File: src/rtl/rf_pkg.sv
// Shared definitions for the multi-port register file.
//   RF_XLEN, RF_NREGS : default data width and register count
//   rf_state_t        : clear-sequencer state (CLEAR while zeroing, READY after)
//   ceil_div()        : integer ceiling division, used to size the clear sweep
package rf_pkg;

  localparam int RF_XLEN  = 32;
  localparam int RF_NREGS = 32;

  typedef enum logic {
    CLEAR = 1'b0,
    READY = 1'b1
  } rf_state_t;

  function automatic int ceil_div(input int num, input int den);
    return (num + den - 1) / den;
  endfunction

endpackage

File: src/rtl/regfile_clr_seq.sv
// Clear sequencer for regfile_mp. After reset it sweeps the register array
// CLR_LANES registers per cycle, then parks in READY until the next reset.
// Ports:
//   clk, reset : clock, synchronous active-high reset
//   state      : current sequencer state (debug visibility)
//   ready      : high once the whole array has been zeroed
//   clr_en     : per-register clear strobe for the array, bit r zeroes regs[r]
//                on the next edge (entry 0 has no storage, so no bit for it)
module regfile_clr_seq
  import rf_pkg::*;
#(
  parameter int NREGS     = RF_NREGS,
  parameter int CLR_LANES = 4
) (
  input  logic             clk,
  input  logic             reset,
  output rf_state_t        state,
  output logic             ready,
  output logic [NREGS-1:1] clr_en
);

  localparam int NCLR = ceil_div(NREGS, CLR_LANES);
  localparam int CW   = (NCLR > 1) ? $clog2(NCLR) : 1;

  rf_state_t       state_nxt;
  logic [CW-1:0]   clr_cnt;
  logic [CW-1:0]   cnt_nxt;

  // State register
  always_ff @(posedge clk) begin
    if (reset) begin
      state   <= CLEAR;
      clr_cnt <= '0;
    end else begin
      state   <= state_nxt;
      clr_cnt <= cnt_nxt;
    end
  end

  // Next-state logic: one chunk per cycle, leave CLEAR on the last chunk.
  always_comb begin
    state_nxt = state;
    cnt_nxt   = clr_cnt;
    if (state == CLEAR) begin
      cnt_nxt = clr_cnt + 1'b1;
      if (clr_cnt == CW'(NCLR - 1)) begin
        state_nxt = READY;
        cnt_nxt   = clr_cnt;
      end
    end
  end

  // Outputs. ready tracks the state register directly, so it rises on the
  // same edge that clears the final chunk. Clear strobes are suppressed while
  // reset is held so the array is untouched until the sweep really starts.
  always_comb begin
    ready  = (state == READY);
    clr_en = '0;
    for (int r = 1; r < NREGS; r++) begin
      clr_en[r] = !reset && (state == CLEAR) && (clr_cnt == CW'(r / CLR_LANES));
    end
  end

endmodule

File: src/rtl/regfile_mp.sv
// Parametrised multi-read-port integer register file with hardware clear.
// Entry 0 reads as zero and has no storage. Reads are combinational; the
// single write port commits on the rising edge once the array is READY.
// Optional build macro: REGFILE_BYPASS_EN -- forwards wd3 to any read port
// whose address matches an accepted same-cycle write.
// Ports:
//   clk, reset : clock, synchronous active-high reset
//   we3/a3/wd3 : write enable, address, data
//   ra         : packed read addresses, port i at ra[i*AW +: AW]
//   rd         : packed read data,      port i at rd[i*XLEN +: XLEN]
//   ready      : array cleared, writes accepted
module regfile_mp
  import rf_pkg::*;
#(
  parameter int XLEN      = RF_XLEN,
  parameter int NREGS     = RF_NREGS,
  parameter int NREAD     = 2,
  parameter int CLR_LANES = 4,
  localparam int AW       = $clog2(NREGS)
) (
  input  logic                  clk,
  input  logic                  reset,
  input  logic                  we3,
  input  logic [AW-1:0]         a3,
  input  logic [XLEN-1:0]       wd3,
  input  logic [NREAD*AW-1:0]   ra,
  output logic [NREAD*XLEN-1:0] rd,
  output logic                  ready
);

  rf_state_t        state;
  logic [NREGS-1:1] clr_en;
  logic             wr_req;
  logic             wr_en;

  logic [XLEN-1:0]  regs [1:NREGS-1];

  regfile_clr_seq #(
    .NREGS     (NREGS),
    .CLR_LANES (CLR_LANES)
  ) u_clr_seq (
    .clk    (clk),
    .reset  (reset),
    .state  (state),
    .ready  (ready),
    .clr_en (clr_en)
  );

  // A write is legal when READY and the address names a real, non-zero entry.
  // The range test goes through int so it stays meaningful when NREGS is a
  // power of two.
  assign wr_req = ready && we3 && (a3 != '0) && (int'(a3) < NREGS);
  assign wr_en  = wr_req && !reset;

  always_ff @(posedge clk) begin
    for (int r = 1; r < NREGS; r++) begin
      if (clr_en[r]) begin
        regs[r] <= '0;
      end else if (wr_en && (a3 == AW'(r))) begin
        regs[r] <= wd3;
      end
    end
  end

  // Read muxes: address 0 and out-of-range addresses match no entry and fall
  // through to the zero default, as does everything while in CLEAR.
  always_comb begin
    rd = '0;
    for (int p = 0; p < NREAD; p++) begin
      for (int r = 1; r < NREGS; r++) begin
        if ((state == READY) && (ra[p*AW +: AW] == AW'(r))) begin
          rd[p*XLEN +: XLEN] = regs[r];
        end
      end
`ifdef REGFILE_BYPASS_EN
      if (wr_req && (ra[p*AW +: AW] == a3)) begin
        rd[p*XLEN +: XLEN] = wd3;
      end
`endif
    end
  end

endmodule

File: config.mk
export PLATFORM = sky130hd
export DESIGN_NAME = regfile_mp
export DESIGN_NICKNAME = d
export VERILOG_FILES = /design/src/rtl/rf_pkg.sv /design/src/rtl/regfile_clr_seq.sv /design/src/rtl/regfile_mp.sv
export SDC_FILE = /design/constraint.sdc
export NUM_CORES = 2
export LEC_CHECK = 0
export ABC_AREA = 1
export CORE_MARGIN = 5
export CORE_UTILIZATION = 63
export DETAILED_ROUTE_END_ITERATION = 6
export PLACE_DENSITY_LB_ADDON = 0.05
export SYNTH_ARGS = -nofsm -noshare
export SYNTH_HDL_FRONTEND = slang
export SYNTH_SLANG_ARGS = --single-unit
File: constraint.sdc
create_clock -name clk -period 5.5 [get_ports clk]
set_input_delay 1.65 -clock clk [delete_from_list [all_inputs] [get_ports clk]]
set_output_delay 1.65 -clock clk [all_outputs]
set_load 0.05 [all_outputs]
==> impl_metrics.env <==
export IMPL_status="complete, but fails checks"
export IMPL_violations="design-rule violations, max-capacitance violations, max-slew violations, negative setup slack"
export IMPL_clkPwrFrac_pct=44.1
export IMPL_synthAdderAreaFrac_pct=0.1475
export IMPL_holdWs_ns=0.5246
export IMPL_finalNonFillerCells=7790
export IMPL_regArea_um2=29870
export IMPL_wl_per_cell_um=27.12
export IMPL_path_class="input port to output pin"
export IMPL_io_pins=115
export IMPL_min_to="u_clr_seq.clr_cnt[0]"
export IMPL_hpwl_mm=137.4
export IMPL_syn_cell_area_um2=50880
export IMPL_rrSetupSlack_ns=2.48
export IMPL_p_per_area_nw_per_um2=255.4
export IMPL_die_h_um=294.2
export IMPL_wl_mm=211.3
export IMPL_ys_seq_area_share_pct=58.70
export IMPL_drc=10
export IMPL_finalHoldViolCount=0
export IMPL_holdPathStages=2
export IMPL_hold_class="flip-flop to flip-flop"
export IMPL_reg2reg_to="regs[0][540]"
export IMPL_placementRows=104
export IMPL_grt_max_degree=34
export IMPL_arrival_ns=5.22
export IMPL_clockBufferDepth=3
export IMPL_comb_power_share_pct=4.3
export IMPL_setup_viol=64
export IMPL_finClkSkew_ns=0.02903
export IMPL_r2r_cells=9
export IMPL_firstDrtPassIters=7
export IMPL_power_leakage_uw=0.02671
export IMPL_placed_cells=7496
export IMPL_synth_nets=6160
export IMPL_netlist_instances=6104
export IMPL_core_area_um2=80290
export IMPL_antenna_left=0
export IMPL_final_cell_mix="nand2_1, nor2_1, edfxtp_1"
export IMPL_viasPerCell=6.387
export IMPL_grt_overflow=0
export IMPL_cts_tree="yes"
export IMPL_portBuffers=114
export IMPL_p_int_uw=12770
export IMPL_clk_pin_slew_ns=0.06
export IMPL_antenna_found_initial=4
export IMPL_rsz0062_at_grt="true"
export IMPL_swShare_pct=22.94
export IMPL_ys_types=31
export IMPL_synth_xor_area_share_pct=0
export IMPL_multi_input_area_um2=20290
export IMPL_cp_start_kind="input port"
export IMPL_required_ns=3.85
export IMPL_cts_buffers=103
export IMPL_first_iter_violations=10289
export IMPL_post_route_period_util_pct=124.8
export IMPL_slew_violations=25
export IMPL_worst_slack_ns=-1.367
export IMPL_drive_gt1_share_pct=22.97
export IMPL_yosys_area_share_simple_pct=33.23
export IMPL_vias=49757
export IMPL_yosysWarnings=0
export IMPL_clock_latency_ns=0.69
export IMPL_synth_top_family_by_area="simple AND/OR/NAND/NOR gates"
export IMPL_layout_commonest_cell="nand2_1"
export IMPL_setup_tns_final_ns=-68.84
export IMPL_start_util_pct=63.38
export IMPL_pwr_share_seq_pct=51.6
export IMPL_critPathMaxFanout=5
export IMPL_cts_sinks=996
export IMPL_gp_congestion=1.052
export IMPL_h_tree_depth=3
export IMPL_die_w_um=294.2
export IMPL_dieArea_um2=86550
export IMPL_worstReg2RegStart="u_clr_seq.ready"
export IMPL_grt_pass1_vias=46403
export IMPL_fin_nets=6691
export IMPL_hold_start="u_clr_seq.clr_cnt[0]"
export IMPL_post_route_min_period_ns=6.867
export IMPL_synth_area_mux_share_pct=0
export IMPL_critPathCaptureType="output pin"
export IMPL_syn_avg_cell_area_um2=8.336
export IMPL_p_total_uw=16570
export IMPL_maxCapViolations=1
export IMPL_ir_drop_uv=284.9
export IMPL_grt_usage_pct=46.88
export IMPL_fmaxAchievable_ghz=0.1456
export IMPL_synth_compound_area_share_pct=1.377
export IMPL_max_slew_margin_rel_pct=-2.399
export IMPL_ctsRootBufferMaster="clkbuf_16"
export IMPL_area_growth_synth_to_final_pct=27.51
export IMPL_holdBufCountCts=0
export IMPL_p_sw_uw=3800
export IMPL_ys_ff_latch=996
export IMPL_grt_first_pass_wirelength_mm=298.5
export IMPL_nFillCells=4963
export IMPL_max_slew_worst_pin_slew_ns=1.534
cell families after synthesis:
family,Yosys count
adder cells (fa/ha/maj),6
AND/OR/NAND/NOR,4104
flip-flops,996
buffers and inverters,859
AO/OA/AOI/OAI,139
worst max path at each step:
| stage | startpoint | end | cells after the start |
|---|---|---|---|
| 5_1_grt | ra[5] | rd[50] | 25 |
| 3_3_place_gp | ra[5] | rd[36] | 24 |
| 4_1_cts | ra[5] | rd[34] | 24 |
| 2_1_floorplan | ra[7] | rd[47] | 17 |
| 3_5_place_dp | ra[5] | rd[36] | 24 |
| 6_report | ra[6] | rd[48] | 24 |
worst max-delay path, stage by stage:
cell	delay [ns]
buf_12	0.12
inv_2	0.06
nor2_1	0.06
nand2_2	0.10
nor2_4	0.07
buf_4	0.15
buf_6	0.12
nand2_2	0.08
nand3_4	0.10
nor2_4	0.14
nand4_1	0.16
nor2_2	0.17
nand4_1	0.19
nor2_2	0.16
nand4_1	0.27
nor2_1	0.20
nand4_1	0.09
nor2_1	0.12
nand4_1	0.28
nand2_1	0.19
nand4_1	0.16
nand2_1	0.15
nand4_1	0.19
buf_12	0.22
area by class of cell:
class                   instances  share of cell area (%)
diodes                          5                 0.01928
clock buffers                 114                   4.069
clock inverters                81                   1.273
inverters                     482                   2.954
multi-input cells            4250                   31.28
flip-flops and latches        996                   46.04
well taps                    1060                   2.044
repair buffers                802                   12.33
through the flow:
step / util, % / setup slack, ns / area (um2)
5_1_grt: 80.80 / -1.377 / 64870
3_3_place_gp: 71.55 / -1.801 / 57440
3_5_place_dp: 71.55 / -1.808 / 57440
2_1_floorplan: - / 0.07350 / 50880
4_1_cts: 79.12 / -1.142 / 63520
6_report: 80.81 / -1.367 / 64880
power groups by stage:
stage | combinational [uW] | clock, uW | sequential [uW]
floorplan | 268 | 0 | 8660
global placement | 591 | 0 | 8680
detailed placement | 595 | 0 | 8680
CTS | 639 | 7220 | 8530
global route | 711 | 7570 | 8550
finish | 706 | 7310 | 8550
state kept, by name, indices dropped and copies added, names as in the netlist:
name and cells:
regs 992, u_clr_seq.clr_cnt 3, u_clr_seq.ready 1
synth_stat cells:
master | count | area [um2]
inv_6 | 1 | 8.760
inv_2 | 5 | 18.77
inv_4 | 2 | 12.51
nor2_1 | 1704 | 6396
clkbuf_1 | 334 | 1254
dfxtp_1 | 4 | 80.08
or2_1 | 9 | 56.30
inv_1 | 471 | 1768
buf_8 | 1 | 15.01
buf_4 | 3 | 22.52
or2_2 | 56 | 350.3
nor3_1 | 11 | 55.05
o21ai_1 | 5 | 25.02
a21oi_1 | 94 | 470.5
nand4_1 | 415 | 2596
nor3b_1 | 1 | 7.510
clkinv_1 | 3 | 11.26
buf_6 | 5 | 56.30
nor2_8 | 3 | 60.06
nor2_2 | 6 | 37.54
edfxtp_1 | 992 | 29790
o21ai_0 | 38 | 190.2
nand2_1 | 1748 | 6561
nor2_4 | 3 | 33.78
or2_0 | 5 | 31.28
ha_1 | 6 | 75.07
a211oi_1 | 2 | 15.01
nand3_2 | 1 | 10.01
buf_1 | 3 | 11.26
buf_2 | 31 | 155.2
nand3_1 | 142 | 710.7
metal layers:
metal	wire [um]	vias up	GRT usage, %
li1	-	20858	-
met1	70710	23040	65.29
met2	84330	4999	63.32
met3	41720	856	19.98
met4	14400	4	23.41
met5	84	-	0
what timing repair did:
| action | 4_1_cts | 5_1_grt |
|---|---|---|
| setup endpoints to repair | 64 | 64 |
| gates resized for setup | 675 | 281 |
| pin swaps | 366 | 443 |
| gates cloned | 0 | 1 |
| setup buffers | 69 | 36 |
No activity file was read; power rests on OpenSTA's default activity.
